## src/rtl/aq_fadd_norm_pkg.sv

```systemverilog
`default_nettype none
// ----------------------------------------------------------------------------
// Module : aq_fadd_norm_pkg
// Brief  : Shared widths, constants and payload type for the FADD/FCNVT
//          normalization scheduler.
// Rev    : 1.0  initial release
// ----------------------------------------------------------------------------
package aq_fadd_norm_pkg;

  localparam int DATA_W    = 54;
  localparam int EXP_W     = 13;
  localparam int TAG_W     = 4;
  localparam int SHIFT_W   = 6;
  localparam int EXP_FLOOR = 1;
  localparam logic [SHIFT_W-1:0] LZC_ZERO = 6'd54;

  typedef struct packed {
    logic [DATA_W-1:0] mant;
    logic [EXP_W-1:0]  expnt;
    logic [TAG_W-1:0]  tag;
    logic              src;
    logic              zero;
    logic              denorm;
  } norm_payload_t;

  // Shift headroom before the exponent would fall below the floor, capped at LZC_ZERO.
  function automatic logic [SHIFT_W-1:0] exp_room(input logic [EXP_W-1:0] expnt);
    logic signed [EXP_W:0] d;
    d = $signed({expnt[EXP_W-1], expnt}) - $signed((EXP_W+1)'(EXP_FLOOR));
    if (d <= 0)
      return '0;
    else if (d >= $signed((EXP_W+1)'(LZC_ZERO)))
      return LZC_ZERO;
    else
      return d[SHIFT_W-1:0];
  endfunction

endpackage
`default_nettype wire

```

## src/rtl/aq_fadd_norm_arb_if.sv

```systemverilog
`default_nettype none
// ----------------------------------------------------------------------------
// Module : aq_fadd_norm_arb_if
// Brief  : Two request channels and the result channel of the scheduler.
// Rev    : 1.0  initial release
// ----------------------------------------------------------------------------
interface aq_fadd_norm_arb_if;
  import aq_fadd_norm_pkg::*;

  logic              req0_vld;
  logic              req0_rdy;
  logic [DATA_W-1:0] req0_mant;
  logic [EXP_W-1:0]  req0_expnt;
  logic [TAG_W-1:0]  req0_tag;

  logic              req1_vld;
  logic              req1_rdy;
  logic [DATA_W-1:0] req1_mant;
  logic [EXP_W-1:0]  req1_expnt;
  logic [TAG_W-1:0]  req1_tag;

  logic              out_vld;
  logic              out_rdy;
  logic [DATA_W-1:0] out_mant;
  logic [EXP_W-1:0]  out_expnt;
  logic [TAG_W-1:0]  out_tag;
  logic              out_src;
  logic              out_zero;
  logic              out_denorm;

  modport slave (
    input  req0_vld, req0_mant, req0_expnt, req0_tag,
    input  req1_vld, req1_mant, req1_expnt, req1_tag,
    output req0_rdy, req1_rdy,
    input  out_rdy,
    output out_vld, out_mant, out_expnt, out_tag, out_src, out_zero, out_denorm
  );

  modport master (
    output req0_vld, req0_mant, req0_expnt, req0_tag,
    output req1_vld, req1_mant, req1_expnt, req1_tag,
    input  req0_rdy, req1_rdy,
    output out_rdy,
    input  out_vld, out_mant, out_expnt, out_tag, out_src, out_zero, out_denorm
  );

endinterface
`default_nettype wire

```

## src/rtl/aq_fadd_norm_lzc.sv

```systemverilog
`default_nettype none
// ----------------------------------------------------------------------------
// Module : aq_fadd_norm_lzc
// Brief  : Combinational leading-zero counter; count is LZC_ZERO for zero input.
// Rev    : 1.0  initial release
// ----------------------------------------------------------------------------
module aq_fadd_norm_lzc
  import aq_fadd_norm_pkg::*;
(
  input  logic [DATA_W-1:0]  i_mant,
  output logic [SHIFT_W-1:0] o_cnt,
  output logic               o_zero
);

  logic w_found;

  always_comb begin
    o_cnt   = LZC_ZERO;
    w_found = 1'b0;
    for (int i = DATA_W-1; i >= 0; i--) begin
      if (!w_found && i_mant[i]) begin
        o_cnt   = SHIFT_W'(DATA_W-1-i);
        w_found = 1'b1;
      end
    end
  end

  assign o_zero = ~|i_mant;

endmodule
`default_nettype wire

```

## src/rtl/aq_fadd_norm_arb.sv

```systemverilog
`default_nettype none
// ----------------------------------------------------------------------------
// Module : aq_fadd_norm_arb
// Brief  : Round-robin FADD/FCNVT normalization scheduler, 2-stage valid/ready
//          pipeline. Define AQ_NORM_ARB_PERF_EN to add grant/conflict counters.
// Rev    : 1.0  initial release
// ----------------------------------------------------------------------------
module aq_fadd_norm_arb
  import aq_fadd_norm_pkg::*;
(
  input  logic              forever_cpuclk,
  input  logic              cpurst,
  aq_fadd_norm_arb_if.slave bus
`ifdef AQ_NORM_ARB_PERF_EN
  ,
  output logic [15:0]       perf_grant0,
  output logic [15:0]       perf_grant1,
  output logic [15:0]       perf_conflict
`endif
);

  logic                r_rr_ptr;
  logic                r_s1_vld;
  logic [DATA_W-1:0]   r_s1_mant;
  logic [EXP_W-1:0]    r_s1_expnt;
  logic [TAG_W-1:0]    r_s1_tag;
  logic                r_s1_src;
  logic                r_s2_vld;
  norm_payload_t       r_s2;

  logic                w_s1_free;
  logic                w_s2_free;
  logic                w_gnt0;
  logic                w_gnt1;
  logic                w_acc0;
  logic                w_acc1;
  logic [SHIFT_W-1:0]  w_lzc;
  logic                w_zero;
  logic [SHIFT_W-1:0]  w_room;
  logic [SHIFT_W-1:0]  w_shift;
  logic [SHIFT_W-1:0]  w_shift_eff;
  norm_payload_t       w_s2_next;

  assign w_s2_free = !r_s2_vld | bus.out_rdy;
  assign w_s1_free = !r_s1_vld | w_s2_free;

  assign w_gnt0 = bus.req0_vld & (!bus.req1_vld | !r_rr_ptr);
  assign w_gnt1 = bus.req1_vld & (!bus.req0_vld |  r_rr_ptr);

  assign bus.req0_rdy = !cpurst & w_s1_free & w_gnt0;
  assign bus.req1_rdy = !cpurst & w_s1_free & w_gnt1;

  assign w_acc0 = bus.req0_vld & bus.req0_rdy;
  assign w_acc1 = bus.req1_vld & bus.req1_rdy;

  always_ff @(posedge forever_cpuclk) begin
    if (cpurst) begin
      r_rr_ptr   <= 1'b0;
      r_s1_vld   <= 1'b0;
      r_s1_mant  <= '0;
      r_s1_expnt <= '0;
      r_s1_tag   <= '0;
      r_s1_src   <= 1'b0;
    end else begin
      if (w_s1_free) begin
        r_s1_vld <= w_acc0 | w_acc1;
        if (w_acc1) begin
          r_s1_mant  <= bus.req1_mant;
          r_s1_expnt <= bus.req1_expnt;
          r_s1_tag   <= bus.req1_tag;
          r_s1_src   <= 1'b1;
        end else if (w_acc0) begin
          r_s1_mant  <= bus.req0_mant;
          r_s1_expnt <= bus.req0_expnt;
          r_s1_tag   <= bus.req0_tag;
          r_s1_src   <= 1'b0;
        end
      end
      // Pointer favours whichever requester lost this handshake.
      if (w_acc0)
        r_rr_ptr <= 1'b1;
      else if (w_acc1)
        r_rr_ptr <= 1'b0;
    end
  end

  aq_fadd_norm_lzc u_lzc (
    .i_mant (r_s1_mant),
    .o_cnt  (w_lzc),
    .o_zero (w_zero)
  );

  assign w_room      = exp_room(r_s1_expnt);
  assign w_shift     = (w_lzc < w_room) ? w_lzc : w_room;
  // A zero mantissa can yield shift 54; keep it out of the shifter.
  assign w_shift_eff = w_zero ? '0 : w_shift;

  always_comb begin
    w_s2_next        = '0;
    w_s2_next.mant   = w_zero ? '0 : (r_s1_mant << w_shift_eff);
    w_s2_next.expnt  = w_zero ? '0
                     : (r_s1_expnt - {{(EXP_W-SHIFT_W){1'b0}}, w_shift_eff});
    w_s2_next.tag    = r_s1_tag;
    w_s2_next.src    = r_s1_src;
    w_s2_next.zero   = w_zero;
    w_s2_next.denorm = (w_room < w_lzc) & !w_zero;
  end

  always_ff @(posedge forever_cpuclk) begin
    if (cpurst) begin
      r_s2_vld <= 1'b0;
      r_s2     <= '0;
    end else if (w_s2_free) begin
      r_s2_vld <= r_s1_vld;
      if (r_s1_vld)
        r_s2 <= w_s2_next;
    end
  end

  assign bus.out_vld    = r_s2_vld;
  assign bus.out_mant   = r_s2.mant;
  assign bus.out_expnt  = r_s2.expnt;
  assign bus.out_tag    = r_s2.tag;
  assign bus.out_src    = r_s2.src;
  assign bus.out_zero   = r_s2.zero;
  assign bus.out_denorm = r_s2.denorm;

`ifdef AQ_NORM_ARB_PERF_EN
  logic [15:0] r_perf_g0;
  logic [15:0] r_perf_g1;
  logic [15:0] r_perf_cf;

  always_ff @(posedge forever_cpuclk) begin
    if (cpurst) begin
      r_perf_g0 <= '0;
      r_perf_g1 <= '0;
      r_perf_cf <= '0;
    end else begin
      if (w_acc0 && r_perf_g0 != 16'hFFFF)
        r_perf_g0 <= r_perf_g0 + 16'd1;
      if (w_acc1 && r_perf_g1 != 16'hFFFF)
        r_perf_g1 <= r_perf_g1 + 16'd1;
      if (bus.req0_vld && bus.req1_vld && (w_acc0 || w_acc1) && r_perf_cf != 16'hFFFF)
        r_perf_cf <= r_perf_cf + 16'd1;
    end
  end

  assign perf_grant0   = r_perf_g0;
  assign perf_grant1   = r_perf_g1;
  assign perf_conflict = r_perf_cf;
`endif

endmodule
`default_nettype wire

```

## src/flat_wrapper.sv

```systemverilog
// flat-port wrapper written by rule: the top's interface ports become plain ports
module aq_fadd_norm_arb_flat import aq_fadd_norm_pkg::*;
  (forever_cpuclk, cpurst, bus_req0_vld, bus_req0_mant, bus_req0_expnt, bus_req0_tag, bus_req1_vld, bus_req1_mant, bus_req1_expnt, bus_req1_tag, bus_req0_rdy, bus_req1_rdy, bus_out_rdy, bus_out_vld, bus_out_mant, bus_out_expnt, bus_out_tag, bus_out_src, bus_out_zero, bus_out_denorm);
  aq_fadd_norm_arb_if bus_i ();
  input  logic forever_cpuclk;
  input  logic cpurst;
  input wire logic [$bits(bus_i.req0_vld)-1:0] bus_req0_vld;
  input wire logic [$bits(bus_i.req0_mant)-1:0] bus_req0_mant;
  input wire logic [$bits(bus_i.req0_expnt)-1:0] bus_req0_expnt;
  input wire logic [$bits(bus_i.req0_tag)-1:0] bus_req0_tag;
  input wire logic [$bits(bus_i.req1_vld)-1:0] bus_req1_vld;
  input wire logic [$bits(bus_i.req1_mant)-1:0] bus_req1_mant;
  input wire logic [$bits(bus_i.req1_expnt)-1:0] bus_req1_expnt;
  input wire logic [$bits(bus_i.req1_tag)-1:0] bus_req1_tag;
  output wire logic [$bits(bus_i.req0_rdy)-1:0] bus_req0_rdy;
  output wire logic [$bits(bus_i.req1_rdy)-1:0] bus_req1_rdy;
  input wire logic [$bits(bus_i.out_rdy)-1:0] bus_out_rdy;
  output wire logic [$bits(bus_i.out_vld)-1:0] bus_out_vld;
  output wire logic [$bits(bus_i.out_mant)-1:0] bus_out_mant;
  output wire logic [$bits(bus_i.out_expnt)-1:0] bus_out_expnt;
  output wire logic [$bits(bus_i.out_tag)-1:0] bus_out_tag;
  output wire logic [$bits(bus_i.out_src)-1:0] bus_out_src;
  output wire logic [$bits(bus_i.out_zero)-1:0] bus_out_zero;
  output wire logic [$bits(bus_i.out_denorm)-1:0] bus_out_denorm;
  assign bus_i.req0_vld = bus_req0_vld;
  assign bus_i.req0_mant = bus_req0_mant;
  assign bus_i.req0_expnt = bus_req0_expnt;
  assign bus_i.req0_tag = bus_req0_tag;
  assign bus_i.req1_vld = bus_req1_vld;
  assign bus_i.req1_mant = bus_req1_mant;
  assign bus_i.req1_expnt = bus_req1_expnt;
  assign bus_i.req1_tag = bus_req1_tag;
  assign bus_req0_rdy = bus_i.req0_rdy;
  assign bus_req1_rdy = bus_i.req1_rdy;
  assign bus_i.out_rdy = bus_out_rdy;
  assign bus_out_vld = bus_i.out_vld;
  assign bus_out_mant = bus_i.out_mant;
  assign bus_out_expnt = bus_i.out_expnt;
  assign bus_out_tag = bus_i.out_tag;
  assign bus_out_src = bus_i.out_src;
  assign bus_out_zero = bus_i.out_zero;
  assign bus_out_denorm = bus_i.out_denorm;
  aq_fadd_norm_arb u_core (.forever_cpuclk(forever_cpuclk), .cpurst(cpurst), .bus(bus_i));
endmodule
```

## config.mk

```make
export PLATFORM = sky130hd
export DESIGN_NAME = aq_fadd_norm_arb_flat
export DESIGN_NICKNAME = d
export VERILOG_FILES = /design/src/rtl/aq_fadd_norm_pkg.sv /design/src/rtl/aq_fadd_norm_arb_if.sv /design/src/rtl/aq_fadd_norm_lzc.sv /design/src/rtl/aq_fadd_norm_arb.sv /design/src/flat_wrapper.sv
export SDC_FILE = /design/constraint.sdc
export NUM_CORES = 1
export LEC_CHECK = 0
export ABC_CLOCK_PERIOD_IN_PS = 11300
export BUFFER_PORTS_ARGS = -buffer_cell sky130_fd_sc_hd__buf_4
export CORE_AREA = 2 2 138 140
export CTS_CLUSTER_SIZE = 40
export DETAILED_ROUTE_END_ITERATION = 8
export DIE_AREA = 0 0 140 142
export PLACE_DENSITY = 0.85
export SYNTH_ARGS = -nofsm -noshare
export SYNTH_HDL_FRONTEND = slang
export SYNTH_SLANG_ARGS = --single-unit
```

## constraint.sdc

```tcl
create_clock -name forever_cpuclk -period 11.3 [get_ports forever_cpuclk]
set_input_delay 2.26 -clock forever_cpuclk [delete_from_list [all_inputs] [get_ports forever_cpuclk]]
set_output_delay 2.26 -clock forever_cpuclk [all_outputs]
set_load 0.02 [all_outputs]
```

After elaboration in Yosys (flattened, before gate mapping)
Index checks and enable logic that the tools add are counted.
Word-level totals
  bits in registers: 149
  bits of input ports: 147
  output and inout bits: 77
  logic and storage cells: 273
Operators by class
  add/subtract/negate cells: 2
  magnitude comparators: 4
  shift operators: 1
  multiplexer cells: 123
  bitwise logic cells: 13
  reduce and logical (&&, ||, !) cells: 117
Operators with widths (count)
  $mux 6: 58
  $mux 54: 3
  $logic_not 1->1: 60
  $mux 1: 57
  $reduce_or 54->1: 1
  $shl 54x6->54: 1
  $logic_and 1x1->1: 53
  $mux 13: 3
  $ge 14x7->1 const B: 1
  $le 14x1->1 const B: 1
  $sub 13x2->14 const B: 1
  $sub 13x6->13: 1
  $lt 6x6->1: 2
  $and 1x1->1: 8
  $mux 4: 2
  $or 1x1->1: 5
  $reduce_and 2->1: 2
  $reduce_bool 2->1: 1

Depth between registers and ports, before layout
  depth in word-level cells: 165
  depth in mapped cells: 35
  depth with buffers taken out: 30

Modules after synthesis
Synthesis repeated with hierarchy kept, for this count alone.
Unflattened totals
  cell total of the unflattened synthesis: 1258
  area total of the unflattened synthesis: 10398.7 um^2
By module, submodules not included
  aq_fadd_norm_arb: instances 1, cells an instance 1126, area each 9545.4 um^2, seq. area each 2982.9 um^2
  aq_fadd_norm_lzc: instances 1, cells an instance 132, area each 853.3 um^2, seq. area each 0.0 um^2

Worst setup path after synthesis
No wires, ideal clock.
  path kind: register to register
  start point: register u_core.r_s1_mant[42]
  end point: register u_core.r_s2, in the netlist u_core.bus.out_expnt[11]
  library setup time: 0.128 ns
  arrival time: 6.592 ns
  required time: 11.172 ns
  setup slack: 4.581 ns
  stages on the path, launching flop included: 33
  buffers on the path: 6
  clock period less this slack: 6.719 ns
  cell sequence: dfxtp_1 -> or4_1 -> buf_2 -> or3_4 -> nor4_4 -> inv_4 -> a211oi_1 -> a211oi_1 -> nor2b_1 -> ha_1 -> nand3_1 -> nor3_1 -> o31ai_1 -> nor4_1 -> o21a_1 -> buf_2 -> inv_2 -> buf_4 -> buf_2 -> buf_4 -> buf_2 -> ha_1 -> nor2b_1 -> o21ai_0 -> nand2b_1 -> a21o_1 -> a21o_1 -> a211o_1 -> or3_1 -> nor3_1 -> xor2_1 -> a22oi_1 -> nor2_1
On the way
  longest elaborated chain between the ends: 133
  elaborated cells on any way between the ends: 176
  classes of those cells: 1 x add/sub; 1 x order compare; 88 x mux; 86 x reduce/logical
RTL lines
  start, declared: line aq_fadd_norm_arb.sv:24  | logic [DATA_W-1:0] r_s1_mant;
  start signal, assigned: line aq_fadd_norm_arb.sv:68  | r_s1_mant <= bus.req1_mant;
  start signal, assigned: line aq_fadd_norm_arb.sv:73  | r_s1_mant <= bus.req0_mant;
  $logic_and 1x1->1: line aq_fadd_norm_lzc.sv:21  | if (!w_found && i_mant[i]) begin
  $mux 1: line aq_fadd_norm_lzc.sv:21
  $logic_not 1->1: line aq_fadd_norm_lzc.sv:21
  $logic_and 1x1->1: line aq_fadd_norm_lzc.sv:21
  $mux 1: line aq_fadd_norm_lzc.sv:21
  $logic_not 1->1: line aq_fadd_norm_lzc.sv:21
  $logic_and 1x1->1: line aq_fadd_norm_lzc.sv:21
  $mux 1: line aq_fadd_norm_lzc.sv:21
  [... 117 more ...]
  $logic_not 1->1: line aq_fadd_norm_lzc.sv:21
  $logic_and 1x1->1: line aq_fadd_norm_lzc.sv:21
  $mux 6: line aq_fadd_norm_lzc.sv:21
  $lt 6x6->1: line aq_fadd_norm_arb.sv:94  | assign w_shift = (w_lzc < w_room) ? w_lzc : w_room;
  $mux 6: line aq_fadd_norm_arb.sv:94
  $mux 6: line aq_fadd_norm_arb.sv:96  | assign w_shift_eff = w_zero ? '0 : w_shift;
  $sub 13x6->13: line aq_fadd_norm_arb.sv:102  | : (r_s1_expnt - {{(EXP_W-SHIFT_W){1'b0}}, w_shift_eff});
  $mux 13 (*): line aq_fadd_norm_arb.sv:101  | w_s2_next.expnt = w_zero ? '0
  end signal, assigned: line aq_fadd_norm_arb.sv:116  | r_s2 <= w_s2_next;
  end, declared: line aq_fadd_norm_arb.sv:29  | norm_payload_t r_s2;
Mark *: on every way between the ends. The rest lies on a longest branch, timed or not.
A chain may end at the register's enable or synchronous reset.

Worst setup path in the final report
  start point: register u_core.r_s1_mant[42]
  end point: register u_core.r_s2, in the netlist u_core.bus.out_expnt[10]
The elaborated chain is that of the path after synthesis.

==> impl_metrics.toml <==
[cells_and_area]
area_growth_pct = 19.7
drive_gt1_frac = 0.209
fin_util = 0.702
num_antenna_cells = 0
fin_area_um2 = 13000
layout_commonest_cell = "buf_4"
nets = 1700
layoutNonFillerInstCount = 1784
final-seq-area_um2 = 2980
fill_cells = 1508
mostFrequentLayoutCells = "buf_4 (239), nor2_1 (199), dfxtp_1 (149)"
multi_input_area_um2 = 7190

[timing]
fmax_mhz = 133
skew_ns = 0.0165
rsz0062_at_grt = "no"
slew_headroom = 0.244
fin_crit_sh = 0.666
fin_ws_ns = 3.78
setup_viol = 0
tightest_slew_ns = 1.12
tns_ns = 0
hold_ws_ns = 0.455
hold_viol = 0
drv_slew = 0
period_minus_slack_ns = 7.52

[worst_hold_path]
hold_class = "flop to flop"

[critical_path]
required_ns = 11.62
slowest_delay_ns = 0.67
r2r_start = "u_core.r_s1_mant[42]"
start_kind = "flop"
crit_buf_inv = 4
reg2reg_to = "u_core.bus.out_expnt[10]"
cp_max_fo = 43
worstSetupPathType = "flop to flop"
reg2reg_setup_slack_ns = 3.78
end_kind = "flop"
reg2reg_depth = 26
cp-startpoint = "u_core.r_s1_mant[42]"
worstPathArrival_ns = 7.85
worst-path-stages = 26
path_common_cell = "nor2_1"
endpoint = "u_core.bus.out_expnt[10]"
slowest_stage = "or4_1"
cp_top_family = "simple AND/OR/NAND/NOR gates"

[placement]
dp_hpwl_um = 31600
place_area_um2 = 12400
port_buffers = 223
gp_congestion = 1.05
dp.cells = 1752
place_ws_ns = 4.00

[power]
power_density_nw_per_um2 = 225
max-vdd-ir-drop_uv = 127
fin_total_pwr_mw = 2.91
p_leak_nw = 5.31

[yosys]
synthesis.instances = 1409
synth_top_area_cell = "dfxtp_1"
async_reset_ff_frac = 0
netlist_top_cells_area = "dfxtp_1 (28%), mux2i_1 (8.8%), nor2_1 (6.9%)"
yosysWarnings = 0
mappedNetlistNets = 1572
netlist.area_leader.share = 0.275
ys_ff_latch = 149
ys_types = 92
synth_area_um2 = 10800
postSynthAreaPerCell_um2 = 7.69
synth_edf_count = 0
ys_seq_area_frac = 0.275
synthFlopType = "dfxtp_1"

[floorplan]
start_util = 0.587
core_area_um2 = 18500
rows = 50
die_h_um = 142
dieArea_um2 = 19900
die_w_um = 140
ios = 224

[cts]
clk_pin_slew_worst_paths_ns = 0.08
cts.sinks = 149
cts_resized = 0
htree_levels = 4
cts_buffers = 17
insertion_delay_ns = 0.46
clk_path_buf_depth = 2
cts_root_buf = "clkbuf_16"
cts_hold_buf = 0
cts_setup_buffers = 0
cts_tree = "built"

[grt]
antenna_found_initial = 0
grt_usage = 0.434
grt_max_degree = 78
grt_pass1_vias = 11600
grt_overflow_total = 0
grt_pass1_wl_um = 67300

[drt]
routedWlPerCell_um = 24.6
drt-initial-drc-count = 2070
via_count = 12700
first_pass_iters = 9
vias_per_cell = 7.15
postRouteAntennaNets = 0
drt_wl_total_um = 43800
drc = 8

[outcome]
status = "finished with violations"
violations = "design-rule violations"

[job]
max-cap-violations = 0
## cell usage after synthesis, types with 11 or more instances
cell / count
o21ai_0: 65
mux2i_1: 95
nor3_1: 49
mux2_2: 16
a221oi_1: 20
a31oi_1: 15
a22oi_1: 31
and3_1: 11
nor2b_1: 12
ha_1: 15
buf_2: 15
nand3_1: 41
clkbuf_1: 98
o211ai_1: 20
dfxtp_1: 149
nor4_1: 19
a211oi_1: 34
a222oi_1: 47
o31ai_1: 12
nor2_1: 200
or3_1: 12
a21oi_1: 83
inv_1: 20
nand2_1: 121
## worst register-to-register path, delay by kind of cell, from the launching register on
| family | cells | cell delay (ns) |
|---|---|---|
| AO/OA/AOI/OAI | 8 | 2.05 |
| adder cells (fa/ha/maj) | 2 | 0.72 |
| buffers and inverters | 4 | 1.03 |
| AND/OR/NAND/NOR | 11 | 3.11 |
| flip-flops | 1 | 0.36 |
| XOR/XNOR | 1 | 0.13 |
## power breakdown
part           total (mW)  internal, mW  switching (mW)
combinational        1.68         0.549            1.13
sequential          0.647         0.581          0.0659
clock               0.588         0.299           0.289
## cells by family after synthesis
kind of cell	Yosys count	share of synthesized area
DFF	149	0.275
adders and majority gates	16	0.0192
buffers and inverters	156	0.0633
and+or+nand+nor	512	0.220
muxes	116	0.115
AOI/OAI and AO/OA	447	0.296
xor gates and xnor gates	13	0.0105
## registers in the layout, indices dropped and copies added, names as in the netlist
register,cells
u_core.bus.out_denorm,1
u_core.r_s1_mant,54
u_core.bus.out_zero,1
u_core.bus.out_expnt,13
u_core.bus.out_src,1
u_core.r_rr_ptr,1
u_core.bus.out_mant,54
u_core.bus.out_vld,1
u_core.r_s1_vld,1
u_core.r_s1_expnt,13
u_core.r_s1_src,1
u_core.r_s1_tag,4
u_core.bus.out_tag,4
## worst min-delay path by stage
stage | from | endpoint | slack, ns | cells past startpoint
after floorplan | u_core.r_s1_tag[0] | u_core.bus.out_tag[0] | 0.43 | 2
after global placement | u_core.bus.out_mant[15] | u_core.bus.out_mant[15] | 0.44 | 2
after detailed placement | u_core.bus.out_mant[27] | u_core.bus.out_mant[27] | 0.44 | 2
after CTS | u_core.bus.out_mant[27] | u_core.bus.out_mant[27] | 0.46 | 2
after global routing | u_core.bus.out_mant[25] | u_core.bus.out_mant[25] | 0.48 | 2
final | u_core.bus.out_mant[14] | u_core.bus.out_mant[14] | 0.46 | 2
## area by class of cell
class                   count  area share
multi-input cells        1104       0.554
flip-flops and latches    149       0.230
repair buffers            239       0.138
clock buffers              17      0.0328
well taps                 234      0.0226
clock inverters            15      0.0137
inverters                  26     0.00792
## per-layer routing
| metal | track usage | part of all wire | vias to the layer above |
|---|---|---|---|
| met5 | 0 | 0 | - |
| met4 | 0.214 | 0.056 | 0 |
| met1 | 0.562 | 0.38 | 5945 |
| met2 | 0.689 | 0.45 | 1011 |
| li1 | - | - | 5604 |
| met3 | 0.0952 | 0.12 | 189 |
Note: power is estimated with default switching activity, not from simulation.
